--- src/rtl/c_deskew_pkg.sv ---
// rtl/c_deskew_pkg.sv - shared FSM state type and default array sizing for the C deskew stage
package c_deskew_pkg;

  localparam int DEF_BITS_C = 16;
  localparam int DEF_DIM    = 8;

  typedef enum logic [1:0] {
    IDLE,
    FILL,
    DRAIN
  } state_t;

endpackage

--- src/rtl/c_delay_line.sv ---
// rtl/c_delay_line.sv - enabled shift register of fixed depth with synchronous clear
module c_delay_line
  import c_deskew_pkg::*;
#(
  parameter int DEPTH = 1,
  parameter int WIDTH = DEF_BITS_C
) (
  input  logic                    clk,
  input  logic                    clr,
  input  logic                    en,
  input  logic signed [WIDTH-1:0] d,
  output logic signed [WIDTH-1:0] q
);

  logic signed [WIDTH-1:0] stage [DEPTH];

  always_ff @(posedge clk) begin
    if (clr) begin
      for (int i = 0; i < DEPTH; i++) begin
        stage[i] <= '0;
      end
    end else if (en) begin
      stage[0] <= d;
      for (int i = 1; i < DEPTH; i++) begin
        stage[i] <= stage[i-1];
      end
    end
  end

  assign q = stage[DEPTH-1];

endmodule

--- src/rtl/c_deskew.sv ---
// rtl/c_deskew.sv - realigns the skewed systolic column stream into whole result rows
module c_deskew
  import c_deskew_pkg::*;
#(
  parameter int BITS_C = DEF_BITS_C,
  parameter int DIM    = DEF_DIM
) (
  input  logic                     clk,
  input  logic                     rst,
  input  logic                     en,
  input  logic                     start,
  input  logic signed [BITS_C-1:0] Cin  [DIM],
  output logic signed [BITS_C-1:0] Cout [DIM],
  output logic                     vld_out,
  output logic [$clog2(DIM)-1:0]   row_idx,
  output logic                     done,
  output logic                     busy
);

  localparam int CNT_W = $clog2(2 * DIM);
  localparam int IDX_W = $clog2(DIM);
  localparam logic [CNT_W-1:0] CNT_ONE  = CNT_W'(1);
  localparam logic [CNT_W-1:0] CNT_FULL = CNT_W'(DIM);
  localparam logic [CNT_W-1:0] CNT_LAST = CNT_W'(2 * DIM - 1);
  localparam logic [IDX_W-1:0] ROW_LAST = IDX_W'(DIM - 1);

  state_t           state;
  state_t           state_nxt;
  logic [CNT_W-1:0] cnt;
  logic [CNT_W-1:0] cnt_nxt;
  logic [IDX_W-1:0] row_nxt;
  logic             emit;

  // Column j sees its data j cycles late, so it is delayed DIM-j to line up with column 0.
  for (genvar j = 0; j < DIM; j++) begin : g_col
    c_delay_line #(
      .DEPTH(DIM - j),
      .WIDTH(BITS_C)
    ) u_line (
      .clk(clk),
      .clr(rst),
      .en (en),
      .d  (Cin[j]),
      .q  (Cout[j])
    );
  end

  always_ff @(posedge clk) begin
    if (rst) begin
      state   <= IDLE;
      cnt     <= '0;
      vld_out <= 1'b0;
      row_idx <= '0;
    end else begin
      state   <= state_nxt;
      cnt     <= cnt_nxt;
      vld_out <= emit;
      if (emit) begin
        row_idx <= row_nxt;
      end
    end
  end

  // Row index tracks counter - DIM: zero on the FILL->DRAIN edge, then one per emitted row.
  always_comb begin
    state_nxt = state;
    cnt_nxt   = cnt;
    row_nxt   = row_idx;
    emit      = 1'b0;
    if (en) begin
      case (state)
        IDLE: begin
          if (start) begin
            state_nxt = FILL;
            cnt_nxt   = CNT_ONE;
          end
        end
        FILL: begin
          cnt_nxt = cnt + 1'b1;
          if (cnt_nxt == CNT_FULL) begin
            state_nxt = DRAIN;
            emit      = 1'b1;
            row_nxt   = '0;
          end
        end
        DRAIN: begin
          cnt_nxt = cnt + 1'b1;
          emit    = 1'b1;
          row_nxt = row_idx + 1'b1;
          if (cnt_nxt == CNT_LAST) begin
            state_nxt = IDLE;
          end
        end
        default: begin
          state_nxt = IDLE;
        end
      endcase
    end
  end

  assign done = vld_out && (row_idx == ROW_LAST);
  assign busy = (state != IDLE);

endmodule

--- config.mk ---
export PLATFORM = sky130hd
export DESIGN_NAME = c_deskew
export DESIGN_NICKNAME = d
export VERILOG_FILES = /design/src/rtl/c_deskew_pkg.sv /design/src/rtl/c_delay_line.sv /design/src/rtl/c_deskew.sv
export SDC_FILE = /design/constraint.sdc
export NUM_CORES = 1
export LEC_CHECK = 0
export ABC_CLOCK_PERIOD_IN_PS = 10200
export CAP_MARGIN = 10
export CORE_ASPECT_RATIO = 1.4
export CORE_MARGIN = 10
export CORE_UTILIZATION = 45
export DETAILED_ROUTE_END_ITERATION = 10
export HOLD_SLACK_MARGIN = 0.15
export PLACE_DENSITY_LB_ADDON = 0.08
export SLEW_MARGIN = 20
export SYNTH_ARGS = -nofsm -noshare
export SYNTH_HDL_FRONTEND = slang
export SYNTH_SLANG_ARGS = --single-unit
--- constraint.sdc ---
create_clock -name clk -period 10.2 [get_ports clk]
set_input_delay 1.53 -clock clk [delete_from_list [all_inputs] [get_ports clk]]
set_output_delay 1.53 -clock clk [all_outputs]
set_load 0.005 [all_outputs]
Yosys cells after proc, flatten, opt, wreduce, memory -nomap -nowiden
Memories as Yosys holds them, arrays and structs flattened. Cells that the tools add are included.

Reductions and logical operators: 10. Equality and inequality tests: 8. Bitwise gates (word level): 35. Mux-type cells: 53. Add/subtract/negate cells: 2.

Operators with widths (number): $mux 16 (36); $or 1x1->1 (35); $reduce_or 16->1 (1); $eq 4x4->1 const B (2); $mux 1 (8); $pmux 4 s2 (1); $reduce_and 4->1 (2); $mux 2 (3); $ne 2x2->1 const B (3); $pmux 2 s3 (1); $pmux 3 s2 (1); $reduce_bool 2->1 (3); $add 4x1->4 const B (1); $mux 4 (1); $add 3x1->3 const B (1); $eq 3x3->1 const B (1); $mux 3 (1); $reduce_and 3->1 (1); $eq 2x1->1 const B (1); $eq 2x2->1 const B (1); $logic_not 2->1 (1); $pmux 1 s2 (1); $reduce_or 2->1 (1); $logic_and 1x1->1 (1).

Logic and storage cells: 120. Output and inout port bits: 134. Memories kept: 8. Bits in registers: 10. RAM bits: 576.

Memory list: g_col[0].u_line.stage (depth 8, width 16, rd ports 8, clocked after Yosys merged registers in 0, write ports 8, RTL line c_delay_line.sv:15) `logic signed [WIDTH-1:0] stage [DEPTH];`; g_col[1].u_line.stage (depth 7, width 16, rd ports 7, clocked after Yosys merged registers in 0, write ports 7, RTL line c_delay_line.sv:15); g_col[2].u_line.stage (depth 6, width 16, rd ports 6, clocked after Yosys merged registers in 0, write ports 6, RTL line c_delay_line.sv:15); g_col[3].u_line.stage (depth 5, width 16, rd ports 5, clocked after Yosys merged registers in 0, write ports 5, RTL line c_delay_line.sv:15); g_col[4].u_line.stage (depth 4, width 16, rd ports 4, clocked after Yosys merged registers in 0, write ports 4, RTL line c_delay_line.sv:15); g_col[5].u_line.stage (depth 3, width 16, rd ports 3, clocked after Yosys merged registers in 0, write ports 3, RTL line c_delay_line.sv:15); +2 memories.

Logic depth before layout (Yosys ltp)
Depth in word-level cells: 6. Gate-level depth with buffers: 7. Mapped depth without buffers: 7.

Cells and area by module
From an unflattened synthesis, not the netlist that was laid out.

Cells, all modules: 1423. Area total of the unflattened synthesis: 24487.2 sq um.

By module, submodules not included: c_delay_line (g_col[0].u_line) (times used 1, area each 5177.5 sq um, cells each 297); c_delay_line (g_col[1].u_line) (times used 1, area each 4620.7 sq um, cells each 263); c_delay_line (g_col[2].u_line) (times used 1, area each 4086.4 sq um, cells each 229); c_delay_line (g_col[3].u_line) (times used 1, area each 3271.9 sq um, cells each 178); c_delay_line (g_col[4].u_line) (times used 1, area each 2601.2 sq um, cells each 143); c_delay_line (g_col[5].u_line) (times used 1, area each 2049.5 sq um, cells each 123); c_delay_line (g_col[6].u_line) (times used 1, area each 1422.6 sq um, cells each 87); c_delay_line (g_col[7].u_line) (times used 1, area each 656.9 sq um, cells each 35); c_deskew (times used 1, area each 600.6 sq um, cells each 68).

Least setup slack after synthesis
No wires, ideal clock.

Kind: input-to-reg. Start point: input rst. End point: memory g_col[0].u_line.stage[0][0] (netlist bit), enable pin. Arrival time: 8.596 ns. Stages: 3. Path slack: 0.899 ns. Path buffers: 2. Data required time: 9.495 ns. Cell sequence: buf_6 -> buf_6 -> or2_2.

RTL lines: start: declaration (RTL line c_deskew.sv:9) `input logic rst,`; end: declaration (RTL line c_delay_line.sv:15).

==> results.md <==
* Post-CTS Hold Buffers at 0
* CTS Root Cell: clkbuf_16
* Register bit total from synthesis at 586
* WL final at ~34000 um
* Vias in the first global route at 9931
* Hold Crit Endpoint: row_idx[2]$_SDFFE_PP0P_
* Layout Cells excl Fill at 2236
* HPWL Detailed at 19900 um
* Met1 Wirelength at around 15000 um
* Hold Startpoint: row_idx[2]$_SDFFE_PP0P_
* Post-DRT Antenna Nets at 0
* Gpl congestion at ~0.74
* Core Rows at between 90 and 100
* Initial antenna violation count at 3
* Synth Area per Inst at 16.2 um2
* CTS buffer count at 56
* Dpl ws at around 5500 ps
* Smallest setup slack after layout at about 6500 ps
* Number of DRC markers in iteration 0 at 671
* Io pins at about 270
* Worst EP required at 10630 ps
* Skew-Pair Late Insertion Delay at just under 600 ps
* Fmax at approximately 270 MHz
* R2r endpoint: row_idx[0]$_SDFFE_PP0P_
* Slew Limit Fails at 0
* Hold crit path type: reg -> reg
* Reg-to-Reg Start: state[0]$_SDFFE_PP0P_
* DR vias/cell at around 4.4
* Via Count at a little under 10k
* Core Area at around 50000 um2
* Slowest cell on the critical path: nor2b_4
* Critical path's largest stage delay at between 700 and 800 ps
* Routed wire per std cell at about 15 um
* Total negative slack at 0 ps
* DIE AREA at between 50000 and 60000 um2
* Layout cell share with drive strength beyond 1 at 0.0509
* Post-synth top area share at 0.765
* Leading area contributor after synthesis: edfxtp_1
* Synth top area cells: edfxtp_1 76%, and2_1 15%, buf_4 3.7%, nor2b_1 1.4%, clkbuf_1 0.93%
* Least-Margin Pin Slew at roughly 1100 ps
* Ys async rst share at 0
* Outcome: complete, no violations
* Layout Nets at around 1.7k
* Max H-tree Level at 2
* Initial Utilization at 0.453
* P_leak at around 10 nW
* Reg2reg setup slack at 8430 ps
* Worst slew margin at 0.238
* Fin crit share at 0.363
* Crit-path cells: clkdlybuf4s50_1 -> nor2b_4 -> buf_12 -> buf_16 -> and2_1
* DRC at 0
* Post-synth top flop: edfxtp_1
* RSZ-0062 raised after global routing: false
* DR WL met2 at between 15000 and 20000 um
* Post-cts sizing count at 0
* PD cells at 188 nW/um2
* Synth unique cells at 35
* Post-synthesis cell area at 22600 um2
* Final instance area at ~27000 um2
* CTS tree: yes
* GRT overflow at 0
* Crit path kind: in -> reg
* Final Util at 0.537
* CTS Buffer Depth at 3
* First-pass GRT wire length at ~55000 um
* Register area share after synthesis at 0.774
* Largest net degree at the start of global routing at approximately 330
* Cells after Synth at 1397
* Most frequent cell after synthesis: edfxtp_1
* Max cap viols at 0
* Hold Path Depth at 2
* Commonest cells post-synth: 576 x edfxtp_1, 530 x and2_1, 112 x buf_4
* Clock sinks at about 590
* Postcts setup bufs at 0
* Final Hold Viols at 0
* CP max FO at roughly 250
* Synth-to-layout area growth at 18.4%
* Placed Area at between 20000 and 30000 um2
* Cells after DPL at between 2k and 2.5k
* Clk slew on worst S/H paths at approximately 60 ps
* Top routing layer in use: met5
* Finish-stage setup viols at 0
* Worst reg-to-reg path cell count at 7
* Total Routing Usage GR at 0.112
* WL met3 at about 2300 um
* Startpoint class of the critical path: primary input
* I/O Buffers at 265
* CP arrival at roughly 4100 ps
* Syn_nets at ~1.5k
* Die width at between 200 and 250 um
* CP Capture Type: flip-flop
* EDFF count, synth at between 500 and 600
* Tmin final at between 3000 and 4000 ps
* Die Span Y at between 200 and 300 um
* VDD IR max at approximately 0.12 mV
* Yosys warns at 0
* Setup Skew at around 21 ps
* Drt first pass iters at 4
## power by group
group | total, W | internal, W | switching (W)
Sequential | 0.00285 | 0.00282 | 0.0000343
Clock | 0.00192 | 0.00108 | 0.000839
Combinational | 0.000269 | 0.000146 | 0.000122
## layout make-up
cell class                      count  area, um2
Fill cell                        4108      23100
Sequential cell                   586      17500
Multi-Input combinational cell    630       4000
Timing Repair Buffer              272       2760
Clock buffer                       70       1450
Tap cell                          643        805
Clock inverter                     29        224
Inverter                            4       15.0
Antenna cell                        2       5.00
## critical path, delay by kind of cell
kind                   cells  cell delay (ps)
and+or+nand+nor            2              980
buffers and inverters      3             1270
## cell families (layout without fill, tap and decap cells)
group                      count (synthesis)  after routing  synth area share
other                                      0              2                 0
muxes                                      1              1          0.000443
AOI/OAI and AO/OA                         16             16           0.00509
buffers and inverters                    181            375            0.0497
and+or+nand+nor                          604            604             0.166
adders and majority gates                  7              7           0.00387
DFF                                      586            586             0.774
xor gates and xnor gates                   2              2           0.00111
## worst max path at each step
stage,start,slack [ps],cells after the start,to
detailed placement,rst,5550,3,g_col[6].u_line.stage[0][24]$_SDFFCE_PN0P_
global placement,rst,5660,3,g_col[6].u_line.stage[0][8]$_SDFFCE_PN0P_
finish,en,6500,5,g_col[2].u_line.stage[0][14]$_SDFFCE_PN0P_
CTS,rst,6150,3,g_col[6].u_line.stage[0][24]$_SDFFCE_PN0P_
floorplan,rst,900,3,g_col[0].u_line.stage[0][0]$_SDFFCE_PN0P_
global route,rst,6320,3,g_col[0].u_line.stage[0][6]$_SDFFCE_PN0P_
## metrics by stage
stage / hold slack [ps] / power, W
2_1_floorplan: 475 / 0.00307
3_3_place_gp: 476 / 0.00317
3_5_place_dp: 494 / 0.00318
4_1_cts: 491 / 0.00512
5_1_grt: 507 / 0.00525
6_report: 494 / 0.00504
## sequential cells by signal, summed over array words and instances, names as in the netlist
signal              count
vld_out                 1
g_col.u_line.stage    576
row_idx                 3
cnt                     4
state                   2
## layer usage
layer	up-vias	global-route usage
met3	63	0.0318
met4	2	0.0420
li1	4993	-
met2	243	0.181
met1	4639	0.141
met5	-	0
## cells in the final DEF, fill, tap and decap left out, types with 3 or more instances in the layout
master	synthesis	layout
clkinv_2	0	5
and2_1	530	530
nor2_1	6	6
clkbuf_1	56	14
bufinv_16	0	3
nand3_1	3	3
nor2b_1	52	51
nand2_1	3	3
buf_4	112	3
buf_12	0	3
clkbuf_16	0	56
dfxtp_1	10	10
clkinv_1	0	17
edfxtp_1	576	576
inv_1	4	4
nand4_1	3	3
ha_1	7	7
clkdlybuf4s50_1	0	264
No activity file was read; power rests on OpenSTA's default activity.
